### src/rtl/io_input_cond.sv
// Input conditioner for board switches and active-low push-buttons: two-flop sync,
// per-bit debounce, sticky press events and a wrapping press counter for the LSU read path.
module io_input_cond #(
    parameter int unsigned SW_W      = 18,
    parameter int unsigned BTN_W     = 4,
    parameter int unsigned DB_CYCLES = 16
) (
    input  logic             clk,
    input  logic             rst,
    input  logic [SW_W-1:0]  sw_raw,
    input  logic [BTN_W-1:0] btn_raw_n,
    input  logic             btn_clr,
    input  logic [3:0]       btn_clr_mask,
    output logic [31:0]      io_sw,
    output logic [31:0]      io_btn
);

    localparam int unsigned CNT_W = $clog2(DB_CYCLES + 1);
    localparam int unsigned NB    = SW_W + BTN_W;
    localparam logic [NB-1:0]    SYNC_IDLE = {{BTN_W{1'b1}}, {SW_W{1'b0}}};
    localparam logic [CNT_W-1:0] CNT_LAST  = CNT_W'(DB_CYCLES - 1);

    logic [NB-1:0]    s1_q, s2_q;
    logic [NB-1:0]    db_in;
    logic [NB-1:0]    stable_q, stable_d;
    logic [CNT_W-1:0] cnt_q [NB];
    logic [CNT_W-1:0] cnt_d [NB];
    logic [BTN_W-1:0] btn_lvl, btn_lvl_prev_q, rise;
    logic [BTN_W-1:0] clr_mask, evt_q, evt_d;
    logic [7:0]       press_q, press_d;

    // Buttons and switches share one sync/debounce vector; buttons sit in the top bits.
    always_ff @(posedge clk or posedge rst) begin
        if (rst) begin
            s1_q           <= SYNC_IDLE;
            s2_q           <= SYNC_IDLE;
            stable_q       <= '0;
            btn_lvl_prev_q <= '0;
            evt_q          <= '0;
            press_q        <= '0;
            for (int unsigned i = 0; i < NB; i++) begin
                cnt_q[i] <= '0;
            end
        end else begin
            s1_q           <= {btn_raw_n, sw_raw};
            s2_q           <= s1_q;
            stable_q       <= stable_d;
            btn_lvl_prev_q <= btn_lvl;
            evt_q          <= evt_d;
            press_q        <= press_d;
            for (int unsigned i = 0; i < NB; i++) begin
                cnt_q[i] <= cnt_d[i];
            end
        end
    end

    // Buttons flipped to pressed-high after the synchroniser.
    assign db_in = {~s2_q[NB-1:SW_W], s2_q[SW_W-1:0]};

    // Counter restarts whenever the input agrees with the debounced level.
    always_comb begin
        stable_d = stable_q;
        for (int unsigned i = 0; i < NB; i++) begin
            cnt_d[i] = '0;
            if (db_in[i] != stable_q[i]) begin
                if (cnt_q[i] == CNT_LAST) begin
                    stable_d[i] = db_in[i];
                end else begin
                    cnt_d[i] = cnt_q[i] + CNT_W'(1);
                end
            end
        end
    end

    assign btn_lvl  = stable_q[NB-1:SW_W];
    assign rise     = btn_lvl & ~btn_lvl_prev_q;
    assign clr_mask = btn_clr ? btn_clr_mask[BTN_W-1:0] : '0;

    // A new press outranks a same-cycle clear; the counter counts cycles with any press.
    always_comb begin
        evt_d   = (evt_q & ~clr_mask) | rise;
        press_d = press_q;
        if (|rise) begin
            press_d = press_q + 8'd1;
        end
    end

    assign io_sw  = 32'(stable_q[SW_W-1:0]);
    assign io_btn = {16'h0000, press_q, 4'(evt_q), 4'(btn_lvl)};

endmodule
### config.mk
export PLATFORM = sky130hd
export DESIGN_NAME = io_input_cond
export DESIGN_NICKNAME = d
export VERILOG_FILES = /design/src/rtl/io_input_cond.sv
export SDC_FILE = /design/constraint.sdc
export NUM_CORES = 1
export LEC_CHECK = 0
export BUFFER_PORTS_ARGS = -buffer_cell sky130_fd_sc_hd__buf_2
export CORE_ASPECT_RATIO = 1.25
export CORE_MARGIN = 2
export CORE_UTILIZATION = 32
export CTS_CLUSTER_DIAMETER = 200
export DETAILED_ROUTE_END_ITERATION = 12
export GPL_ROUTABILITY_DRIVEN = 0
export HOLD_SLACK_MARGIN = 0.08
export PLACE_DENSITY = 0.53
export SLEW_MARGIN = 20
export SYNTH_ARGS = -nofsm -noshare
export SYNTH_HDL_FRONTEND = slang
export SYNTH_SLANG_ARGS = --single-unit
### constraint.sdc
create_clock -name clk -period 8.6 [get_ports clk]
set_input_delay 1.72 -clock clk [delete_from_list [all_inputs] [get_ports clk]]
set_output_delay 1.72 -clock clk [all_outputs]
set_load 0.02 [all_outputs]
==> summary.md, run 1 <==
| Metric | Value |
|---|---|
| Final Cycle Share | `0.326` |
| Post-synthesis register bit count | `192` |
| Top cell type's share of synthesized area | `0.623` |
| Row count | `just over 60` |
| Setup repair bufs after CTS | `0` |
| Worst hold path type | `flip-flop to flip-flop` |
| Final Instance Area | `around 8500 µm²` |
| Status | `complete, no violations` |
| Wire per inst | `roughly 12 µm` |
| Starting Density | `0.324` |
| All-Layer GR Usage | `0.102` |
| Worst-Margin Slew | `0.863 ns` |
| Via count | `~4200` |
| Seq/Total Area, Yosys | `0.651` |
| Peak supply drop | `around 0.14 mV` |
| Pre-antenna DRT Iters | `4` |
| Layout Nets | `between 700 and 800` |
| Antenna viol nets, final | `0` |
| Netlist cell types | `24` |
| Peak Freq | `approximately 0.36 GHz` |
| Post-synth EDFFs | `0` |
| Pin count of the biggest net entering global routing | `approximately 130` |
| Post-DP HPWL | `a little over 8000 µm` |
| DR DRC count | `0` |
| Clk_skew | `between 0.007 and 0.008 ns` |
| Critical path type | `input pin to async pin` |
| Num CTS Buffers | `17` |
| CTS hold repair buffers | `0` |
| Count of final setup violators | `0` |
| Clock latency at the later pin of the worst-skew pair | `about 0.43 ns` |
| Crit path max fanout | `130` |
| Synthesis Warnings | `0` |
| CTS resizes | `0` |
| Cells after Synth | `approximately 580` |
| Max_slew headroom | `0.425` |
| Total grt overflow | `0` |
| Clock-pin slew of the registers on the worst-case setup and hold paths | `0.07 ns` |
| Critical path arrival | `about 3.3 ns` |
| Crit-path cells | `buf_2, inv_8, buf_4` |
| CTS tree | `built` |
| Diode count | `0` |
| Syn Area/Cell | `approximately 13 µm²` |
| Fill count | `roughly 2200` |
| Setup_tns | `0 ns` |
| PD cells | `214 nW/µm²` |
| Crit-path leading delay family | `buffers and inverters` |
| Top Ports | `93` |
| First-pass GRT wire length | `between 20000 and 25000 µm` |
| Slowest-stage cell, CP | `buf_4` |
| Dpl cell area | `roughly 8000 µm²` |
| WP data required | `slightly above 9 ns` |
| Total routed wirelength | `~12000 µm` |
| Tmin final | `about 2.8 ns` |
| Layout cell share with drive strength beyond 1 | `0.186` |
| Die width | `about 140 µm` |
| Most frequent cell after synthesis | `dfrtp_1` |
| Port Buffers | `a little over 60` |
| Clock root cell | `clkbuf_16` |
| Cell Area, Synth | `between 7000 and 8000 µm²` |
| Static leakage | `around 4.5 nW` |
| Main synth FF type | `dfrtp_1` |
| Die footprint | `between 20000 and 25000 µm²` |
| Via count of the first global-routing pass | `4449` |
| Buffer depth of the longest clock path | `2` |
| Max-capacitance violation count | `0` |
| Worst Setup Start Kind | `input pin` |
| Top post-synthesis cells by count | `184 x dfrtp_1, 75 x nor2_1, 63 x xor2_1` |
| Avg Vias per Cell | `4.39` |
| Antenna violations before repair | `0` |
| Worst setup EP type | `async pin` |
| Area of the core | `22800 µm²` |
| Starting DRT DRC Count | `111` |
| Area growth from synthesis to layout | `15.4%` |
| Top cells by area, synth | `dfrtp_1 62%, xor2_1 7.5%, ha_1 3.9%, nor2_1 3.8%, nand3_1 3.2%` |
| RSZ-0062 raised after global routing | `no` |
| Fin. Hold Viols | `0` |
| Clock sink count | `between 150 and 200` |
| Die Height | `~170 µm` |
| Htree depth | `4` |
| Crit path largest cell delay | `roughly 0.74 ns` |
| Leading area contributor after synthesis | `dfrtp_1` |
| CP Buf/Inv Count | `3` |
| Final Max Slew Viols | `0` |
| Fraction of registers with async set/reset | `1.00` |
layout by cell type, fill, tap and decap left out:
| master | count |
|---|---|
| o31ai_1 | 4 |
| dfstp_2 | 8 |
| buf_4 | 1 |
| and2_1 | 32 |
| nor2b_1 | 3 |
| nor2_1 | 75 |
| inv_1 | 13 |
| nand4_1 | 2 |
| and4_1 | 1 |
| clkinv_2 | 1 |
| ha_1 | 23 |
| nand3_1 | 47 |
| conb_1 | 30 |
| a21o_1 | 4 |
| clkinv_4 | 2 |
| nand2_1 | 5 |
| and3_1 | 24 |
| bufinv_16 | 1 |
| mux2_2 | 18 |
| xor2_1 | 63 |
| buf_2 | 62 |
| clkbuf_16 | 17 |
| mux2_4 | 1 |
| dfrtp_1 | 184 |
| xnor2_1 | 10 |
| inv_8 | 5 |
| clkinvlp_4 | 5 |
| o21ai_0 | 26 |
| inv_6 | 2 |
| or4_4 | 1 |
| nor2b_4 | 1 |
final cells by class:
class	instances	area, µm²	share of cell area
clock buffer	17	425	0.0499
clock inverter	15	153	0.0179
inverter	14	60.1	0.00704
multi-input combinational	370	2400	0.281
sequential	192	4810	0.564
tap	288	360	0.0422
timing repair buffer	63	318	0.0373
flip-flops by register name (all words and copies together) (netlist names):
name            count
cnt_q             110
s1_q               22
s2_q               22
stable_q           22
press_q             8
btn_lvl_prev_q      4
evt_q               4
kinds of logic (layout without fill, tap and decap cells):
kind of cell,count (synthesis),in the layout,share of synthesized area
buffers and inverters,45,109,0.0391
AND/OR/NAND/NOR,191,191,0.129
AO/OA/AOI/OAI,34,34,0.0257
other,1,30,0.000507
flip-flops,192,192,0.651
multiplexers,19,19,0.0294
adder cells (fa/ha/maj),23,23,0.0389
XOR/XNOR,73,73,0.0865
worst paths after layout:
check | slack (ns) | end | start | cells past startpoint
setup reg to reg | 6.91 | press_q[1] | stable_q[19] | 3
max in group clk | 5.80 | io_btn[8] | press_q[0] | 1
min in group asynchronous | 1.48 | cnt_q[64] | rst | 2
setup / recovery | 5.80 | stable_q[14] | rst | 3
hold / removal | 0.35 | s2_q[8] | s1_q[8] | 0
hold reg to reg | 0.35 | s2_q[8] | s1_q[8] | 0
report_power, final:
part	switching (mW)	total [mW]	leakage, nW	internal (mW)
registers	0.0244	0.965	2.52	0.940
logic	0.0591	0.0905	1.75	0.0313
clock network	0.358	0.766	0.270	0.409
total	0.441	1.82	4.54	1.38
routing by layer:
metal / GRT usage / part of all wire
met3: 0.0275 / 0.041
met1: 0.120 / 0.44
met4: 0.0488 / 0.022
met5: 0 / 0
met2: 0.174 / 0.50
per-stage QoR:
step / hold slack [ns] / utilization / power [mW] / setup WS (ns) / instances
after floorplan: 0.331 / - / 1.06 / 1.67 / 607
after global placement: 0.333 / 0.349 / 1.07 / 5.32 / 927
after detailed placement: 0.336 / 0.349 / 1.08 / 5.22 / 927
after CTS: 0.353 / 0.374 / 1.85 / 5.68 / 959
after global routing: 0.357 / 0.374 / 1.91 / 5.47 / 959
final: 0.350 / 0.374 / 1.82 / 5.80 / 959
No activity file was read; power rests on OpenSTA's default activity.
==> run 2, diff against run 1 <==
Clock period 8.6 ns to 2.9 ns, I/O delays scaled along.
==> run 2 against run 1 <==
Sequential share of layout area down 0.26 points. Critical path depth down 2. Register-to-register slack worse by 5.6 ns. Design area grew 0.47%. Die area unchanged. Power grew to 3.0 times the previous value. Utilization increased by 0.18 points. Largest power group unchanged.
==> summary.md, run 2 (same netlist as run 1, synthesis figures left out) <==
| Metric | Value |
|---|---|
| Setup repair bufs after CTS | `0 (unchanged)` |
| Worst Setup Start Kind | `flip-flop (was input pin)` |
| Slowest-stage cell, CP | `dfrtp_1 (was buf_4)` |
| Area of the core | `22800 µm² (unchanged)` |
| Setup ws final | `1.23 ns (was 5.80 ns)` |
| Die Height | `174 µm (unchanged)` |
| Pre-antenna DRT Iters | `5 (was 4)` |
| Crit-path leading delay family | `flip-flops (was buffers and inverters)` |
| Final Cycle Share | `0.577` |
| Num CTS Buffers | `17 (unchanged)` |
| CP Buf/Inv Count | `1 (was 3)` |
| Diode count | `0 (unchanged)` |
| Layout Nets | `712 (was 710)` |
| Total routed wirelength | `11200 µm (was 11700 µm)` |
| WP data required | `2.32 ns (was 9.07 ns)` |
| Max-capacitance violation count | `0 (unchanged)` |
| Count of final setup violators | `0 (unchanged)` |
| Buffer depth of the longest clock path | `2 (unchanged)` |
| Worst reg-to-reg setup slack | `1.28 ns (was 6.91 ns)` |
| Crit path largest cell delay | `0.46 ns (was 0.74 ns)` |
| Row count | `62 (unchanged)` |
| Wire per inst | `11.7 µm (was 12.2 µm)` |
| Clock-pin slew of the registers on the worst-case setup and hold paths | `0.07 ns (about the same)` |
| RSZ-0062 raised after global routing | `no (unchanged)` |
| CTS tree | `built (unchanged)` |
| PD cells | `631 nW/µm² (was 214 nW/µm²)` |
| Starting Density | `0.324 (unchanged)` |
| Crit-path cells | `buf_2 (was buf_2, inv_8, buf_4)` |
| Antenna violations before repair | `0 (unchanged)` |
| DR DRC count | `0 (unchanged)` |
| Largest register FFs | `110 (unchanged)` |
| Setup_tns | `0 ns (unchanged)` |
| Status | `complete, no violations (unchanged)` |
| Avg Vias per Cell | `4.38 (was 4.39)` |
| First-pass GRT wire length | `20000 µm (was 20200 µm)` |
| CTS resizes | `0 (unchanged)` |
| Max_slew headroom | `0.555 (was 0.425)` |
| Worst setup EP type | `output port (was async pin)` |
| Via count | `4207 (was 4212)` |
| Register with the most flip-flops | `cnt_q (unchanged)` |
| Crit path max fanout | `6 (was 130)` |
| CTS hold repair buffers | `0 (unchanged)` |
| Levels on crit path | `1 (was 3)` |
| Cells on worst reg2reg path | `3 (unchanged)` |
| Total grt overflow | `0 (unchanged)` |
| Pin count of the biggest net entering global routing | `70 (was 131)` |
| Clock root cell | `clkbuf_16 (unchanged)` |
| Area growth from synthesis to layout | `15.9% (was 15.4%)` |
| Via count of the first global-routing pass | `4484 (was 4449)` |
| Worst-Margin Slew | `0.666 ns (was 0.863 ns)` |
| Fill count | `2222 (was 2161)` |
| Fin. Hold Viols | `0 (unchanged)` |
| Final Max Slew Viols | `0 (unchanged)` |
| Starting DRT DRC Count | `169 (was 111)` |
| Die footprint | `24300 µm² (unchanged)` |
| Critical path type | `flip-flop to output port (was input pin to async pin)` |
| Clk_skew | `0.00785 ns (was 0.00786 ns)` |
| Top Ports | `93 (unchanged)` |
| Peak supply drop | `0.423 mV (was 0.136 mV)` |
| Most frequent cells in the layout | `184 x dfrtp_1, 75 x nor2_1, 63 x xor2_1, 62 x buf_2, 47 x nand3_1 (unchanged)` |
| Worst slack, placed | `1.29 ns (was 5.22 ns)` |
| Layout cell share with drive strength beyond 1 | `0.186 (about the same)` |
| Critical path origin | `press_q[1] (was rst)` |
| CP endpoint | `io_btn[9] (was stable_q[14])` |
| Die width | `140 µm (unchanged)` |
| Worst hold path type | `input pin to async pin (was flip-flop to flip-flop)` |
| Htree depth | `4 (unchanged)` |
| Antenna viol nets, final | `0 (unchanged)` |
| Critical path arrival | `1.09 ns (was 3.27 ns)` |
| Tmin final | `about 1.7 ns` |
| Peak Freq | `between 0.5 and 0.6 GHz` |
| Most common cell after layout, fill and taps aside | `dfrtp_1 (unchanged)` |
| Port Buffers | `62 (unchanged)` |
| All-Layer GR Usage | `0.101 (was 0.102)` |
| Clock latency at the later pin of the worst-skew pair | `0.42 ns (was 0.43 ns)` |
| Post-DP HPWL | `8030 µm (was 8140 µm)` |
| Static leakage | `4.56 nW (was 4.54 nW)` |
| Clock sink count | `192 (unchanged)` |
| Worst R2R Start | `stable_q[18] (was stable_q[19])` |
| FF-to-FF End | `press_q[1] (unchanged)` |
## run 2: cell count changes in the layout (fill, tap and decap cells not counted), sizes merged
cell	delta
clkbuf	+5
buf	+2
clkinv	-2
clkinvlp	-2
inv	-2
## run 2: how the worst min path moves through the flow
stage | to | slack (ns) | cells past startpoint
final | s1_q[17] | 0.25 | 2
after global routing | s1_q[20] | 0.23 | 1
after CTS | s1_q[20] | 0.23 | 1
after detailed placement | s2_q[14] | 0.34 | 0
after global placement | s2_q[14] | 0.33 | 0
after floorplan | s2_q[0] | 0.33 | 0
## run 2: cell type report
cell class	count	area (µm²)	share of cell area
Timing Repair Buffer	65	358	0.0418
Inverter	14	56.3	0.00657
Tap cell	288	360	0.0420
Clock buffer	22	484	0.0565
Sequential cell	192	4810	0.562
Clock inverter	9	97.6	0.0114
Multi-Input combinational cell	370	2400	0.280
## run 2: power by group
part	internal, mW	switching (mW)
registers	2.79	0.0716
logic	0.0993	0.174
clock network	1.29	0.981
## run 2: per-layer routing
layer	routed length, µm	up-vias	GRT usage	share of wire
li1	-	2017	-	-
met5	0	-	0	0
met2	5770	75	0.173	0.51
met4	152	0	0.0388	0.014
met3	531	11	0.0317	0.047
met1	4750	2104	0.117	0.42
## run 2: stage by stage
step	area (µm²)	power [mW]	instances	util	hold slack [ns]
floorplan	7510	3.13	607	-	0.331
global placement	7990	3.17	929	0.350	0.333
detailed placement	7990	3.20	929	0.350	0.336
CTS	8570	5.51	960	0.376	0.233
global route	8570	5.67	960	0.376	0.227
finish	8570	5.40	960	0.376	0.251
==> run 3, diff against run 2 <==
Clock period 2.9 ns to 1.7 ns, I/O delays scaled along.
==> run 3 against run 2 <==
Routed wire length increased by 2.7%. Clock skew up 0.0035 ns. Sequential power is 71% higher. Non-clock buffer count grew 24. Worst setup slack lost 1.1 ns. Via count is 2.0% higher. Combinational power rose by 86%. Utilization increased by 1.1 points. Critical path type is now flip-flop to flip-flop. Critical endpoint is now press_q[1]. Highest routed layer unchanged.
==> summary.md, run 3 (same netlist as run 1, synthesis figures left out) <==
| Metric | Value |
|---|---|
| Status | `complete, no violations (unchanged)` |
| Hold_ws | `0.0561 ns (was 0.251 ns)` |
| Worst Setup Start Kind | `flip-flop (unchanged)` |
| Final std cells w/o fill | `985 (was 960)` |
| Area growth from synthesis to layout | `19.3% (was 15.9%)` |
| Static leakage | `4.68 nW (was 4.56 nW)` |
| Crit path max fanout | `8 (was 6)` |
| Clock sink count | `192 (unchanged)` |
| Peak Freq | `roughly 0.65 GHz` |
| Layout cell share with drive strength beyond 1 | `0.182 (was 0.186)` |
| Worst hold path type | `input pin to async pin (unchanged)` |
| Setup repair bufs after CTS | `0 (unchanged)` |
| Total Power | `9.39 mW (was 5.40 mW)` |
| Num CTS Buffers | `17 (unchanged)` |
| Met2 Usage GRT | `0.183 (was 0.173)` |
| Area of the core | `22800 µm² (unchanged)` |
| CTS tree | `built (unchanged)` |
| First-pass GRT wire length | `20700 µm (was 20000 µm)` |
| Critical path type | `flip-flop to flip-flop (was flip-flop to output port)` |
| Fin. Hold Viols | `0 (unchanged)` |
| Cells on worst reg2reg path | `3 (unchanged)` |
| Dpl cells | `931 (was 929)` |
| Starting DRT DRC Count | `157 (was 169)` |
| Total grt overflow | `0 (unchanged)` |
| WP data required | `2.00 ns (was 2.32 ns)` |
| Antenna viol nets, final | `0 (unchanged)` |
| Final core utilization | `0.387 (was 0.376)` |
| Crit path largest cell delay | `0.60 ns (was 0.46 ns)` |
| Clock power frac | `0.426 (was 0.420)` |
| Pin count of the biggest net entering global routing | `104 (was 70)` |
| Clock latency at the later pin of the worst-skew pair | `0.42 ns (about the same)` |
| Htree depth | `4 (unchanged)` |
| Count of final setup violators | `0 (unchanged)` |
| Tmin final | `approximately 1.5 ns` |
| Crit-path cells | `nor2b_4, or4_4, mux2_4 (was buf_2)` |
| Final Cycle Share | `0.905` |
| Sw Pwr | `2.17 mW (was 1.23 mW)` |
| Port Buffers | `62 (unchanged)` |
| Register with the most flip-flops | `cnt_q (unchanged)` |
| Starting Density | `0.324 (unchanged)` |
| Most common cell after layout, fill and taps aside | `dfrtp_1 (unchanged)` |
| Largest register FFs | `110 (unchanged)` |
| Row count | `62 (unchanged)` |
| Die Height | `174 µm (unchanged)` |
| Pre-antenna DRT Iters | `4 (was 5)` |
| Combinational Power Share | `0.054 (was 0.051)` |
| Most frequent cells in the layout | `184 x dfrtp_1, 75 x nor2_1, 63 x xor2_1, 62 x buf_2, 47 x nand3_1 (unchanged)` |
| Sequential Power Share | `0.520 (was 0.530)` |
| Setup_tns | `0 ns (unchanged)` |
| Wire per inst | `11.7 µm (about the same)` |
| Via count of the first global-routing pass | `4648 (was 4484)` |
| Final Max Slew Viols | `0 (unchanged)` |
| All-Layer GR Usage | `0.104 (was 0.101)` |
| Slowest-stage cell, CP | `or4_4 (was dfrtp_1)` |
| Clk_skew | `0.0114 ns (was 0.00785 ns)` |
| CTS hold repair buffers | `22 (was 0)` |
| Busiest grt layer | `met2 (unchanged)` |
| Peak supply drop | `0.629 mV (was 0.423 mV)` |
| Worst setup EP type | `flip-flop (was output port)` |
| Post-DP HPWL | `7910 µm (was 8030 µm)` |
| Die footprint | `24300 µm² (unchanged)` |
| Layout Nets | `736 (was 712)` |
| Max_slew headroom | `0.621 (was 0.555)` |
| Via count | `4293 (was 4207)` |
| Total routed wirelength | `11500 µm (was 11200 µm)` |
| Top Ports | `93 (unchanged)` |
| Buffer depth of the longest clock path | `2 (unchanged)` |
| Avg Vias per Cell | `4.36 (was 4.38)` |
| Antenna violations before repair | `0 (unchanged)` |
| PD cells | `1060 nW/µm² (was 631 nW/µm²)` |
| Cell Int Power | `7.22 mW (was 4.18 mW)` |
| Clock root cell | `clkbuf_16 (unchanged)` |
| Sw Ratio | `0.231 (was 0.227)` |
| CTS resizes | `0 (unchanged)` |
| Worst-Margin Slew | `0.568 ns (was 0.666 ns)` |
| GR Util met3 | `0.0342 (was 0.0317)` |
| Diode count | `0 (unchanged)` |
| DR DRC count | `0 (unchanged)` |
| GR Util met1 | `0.118 (was 0.117)` |
| Fill count | `2200 (was 2222)` |
| Critical path arrival | `1.83 ns (was 1.09 ns)` |
| Die width | `140 µm (unchanged)` |
| RSZ-0062 raised after global routing | `no (unchanged)` |
| Max-capacitance violation count | `0 (unchanged)` |
| Clock-pin slew of the registers on the worst-case setup and hold paths | `0.07 ns (about the same)` |
## run 3: layout make-up
type / instances / area (µm²) / share of cell area
Inverter: 14 / 56.3 / 0.00638
Clock inverter: 12 / 149 / 0.0169
Sequential cell: 192 / 4810 / 0.546
Tap cell: 288 / 360 / 0.0409
Clock buffer: 20 / 447 / 0.0507
Timing Repair Buffer: 89 / 593 / 0.0673
Multi-Input combinational cell: 370 / 2400 / 0.272
## run 3: path summary, 6_finish.rpt
| kind | start | to | slack, ns |
|---|---|---|---|
| setup / recovery | stable_q[18] | press_q[1] | 0.16 |
| hold / removal | rst | s1_q[17] | 0.06 |
| setup reg to reg | stable_q[18] | press_q[1] | 0.16 |
| hold reg to reg | s1_q[7] | s2_q[7] | 0.35 |
| max in group asynchronous | rst | cnt_q[64] | 1.15 |
| min in group clk | btn_clr_mask[3] | evt_q[3] | 0.23 |
## run 3: stage by stage
stage	setup WS (ns)	cell area [µm²]
4_1_cts	0.150	8820
3_5_place_dp	0.163	8000
2_1_floorplan	-1.11	7510
6_report	0.161	8820
3_3_place_gp	0.173	8000
5_1_grt	0.115	8820
## run 3: power groups by stage
stage | clock network, mW | logic (mW) | registers [mW]
6_report | 4.00 | 0.507 | 4.88
3_5_place_dp | 0 | 0.480 | 4.97
3_3_place_gp | 0 | 0.442 | 4.95
5_1_grt | 4.37 | 0.599 | 4.91
4_1_cts | 4.18 | 0.522 | 4.88
2_1_floorplan | 0 | 0.399 | 4.94
## run 3: per-layer routing
| layer | vias up | wire length [µm] |
|---|---|---|
| met5 | - | 0 |
| met2 | 71 | 5980 |
| met3 | 7 | 461 |
| met4 | 0 | 128 |
| li1 | 2061 | - |
| met1 | 2154 | 4950 |
## run 3: critical path, delay by kind of cell (launching register included)
family | cells | cell delay (ns)
AND/OR/NAND/NOR | 2 | 0.73
flip-flops | 1 | 0.38
multiplexers | 1 | 0.32
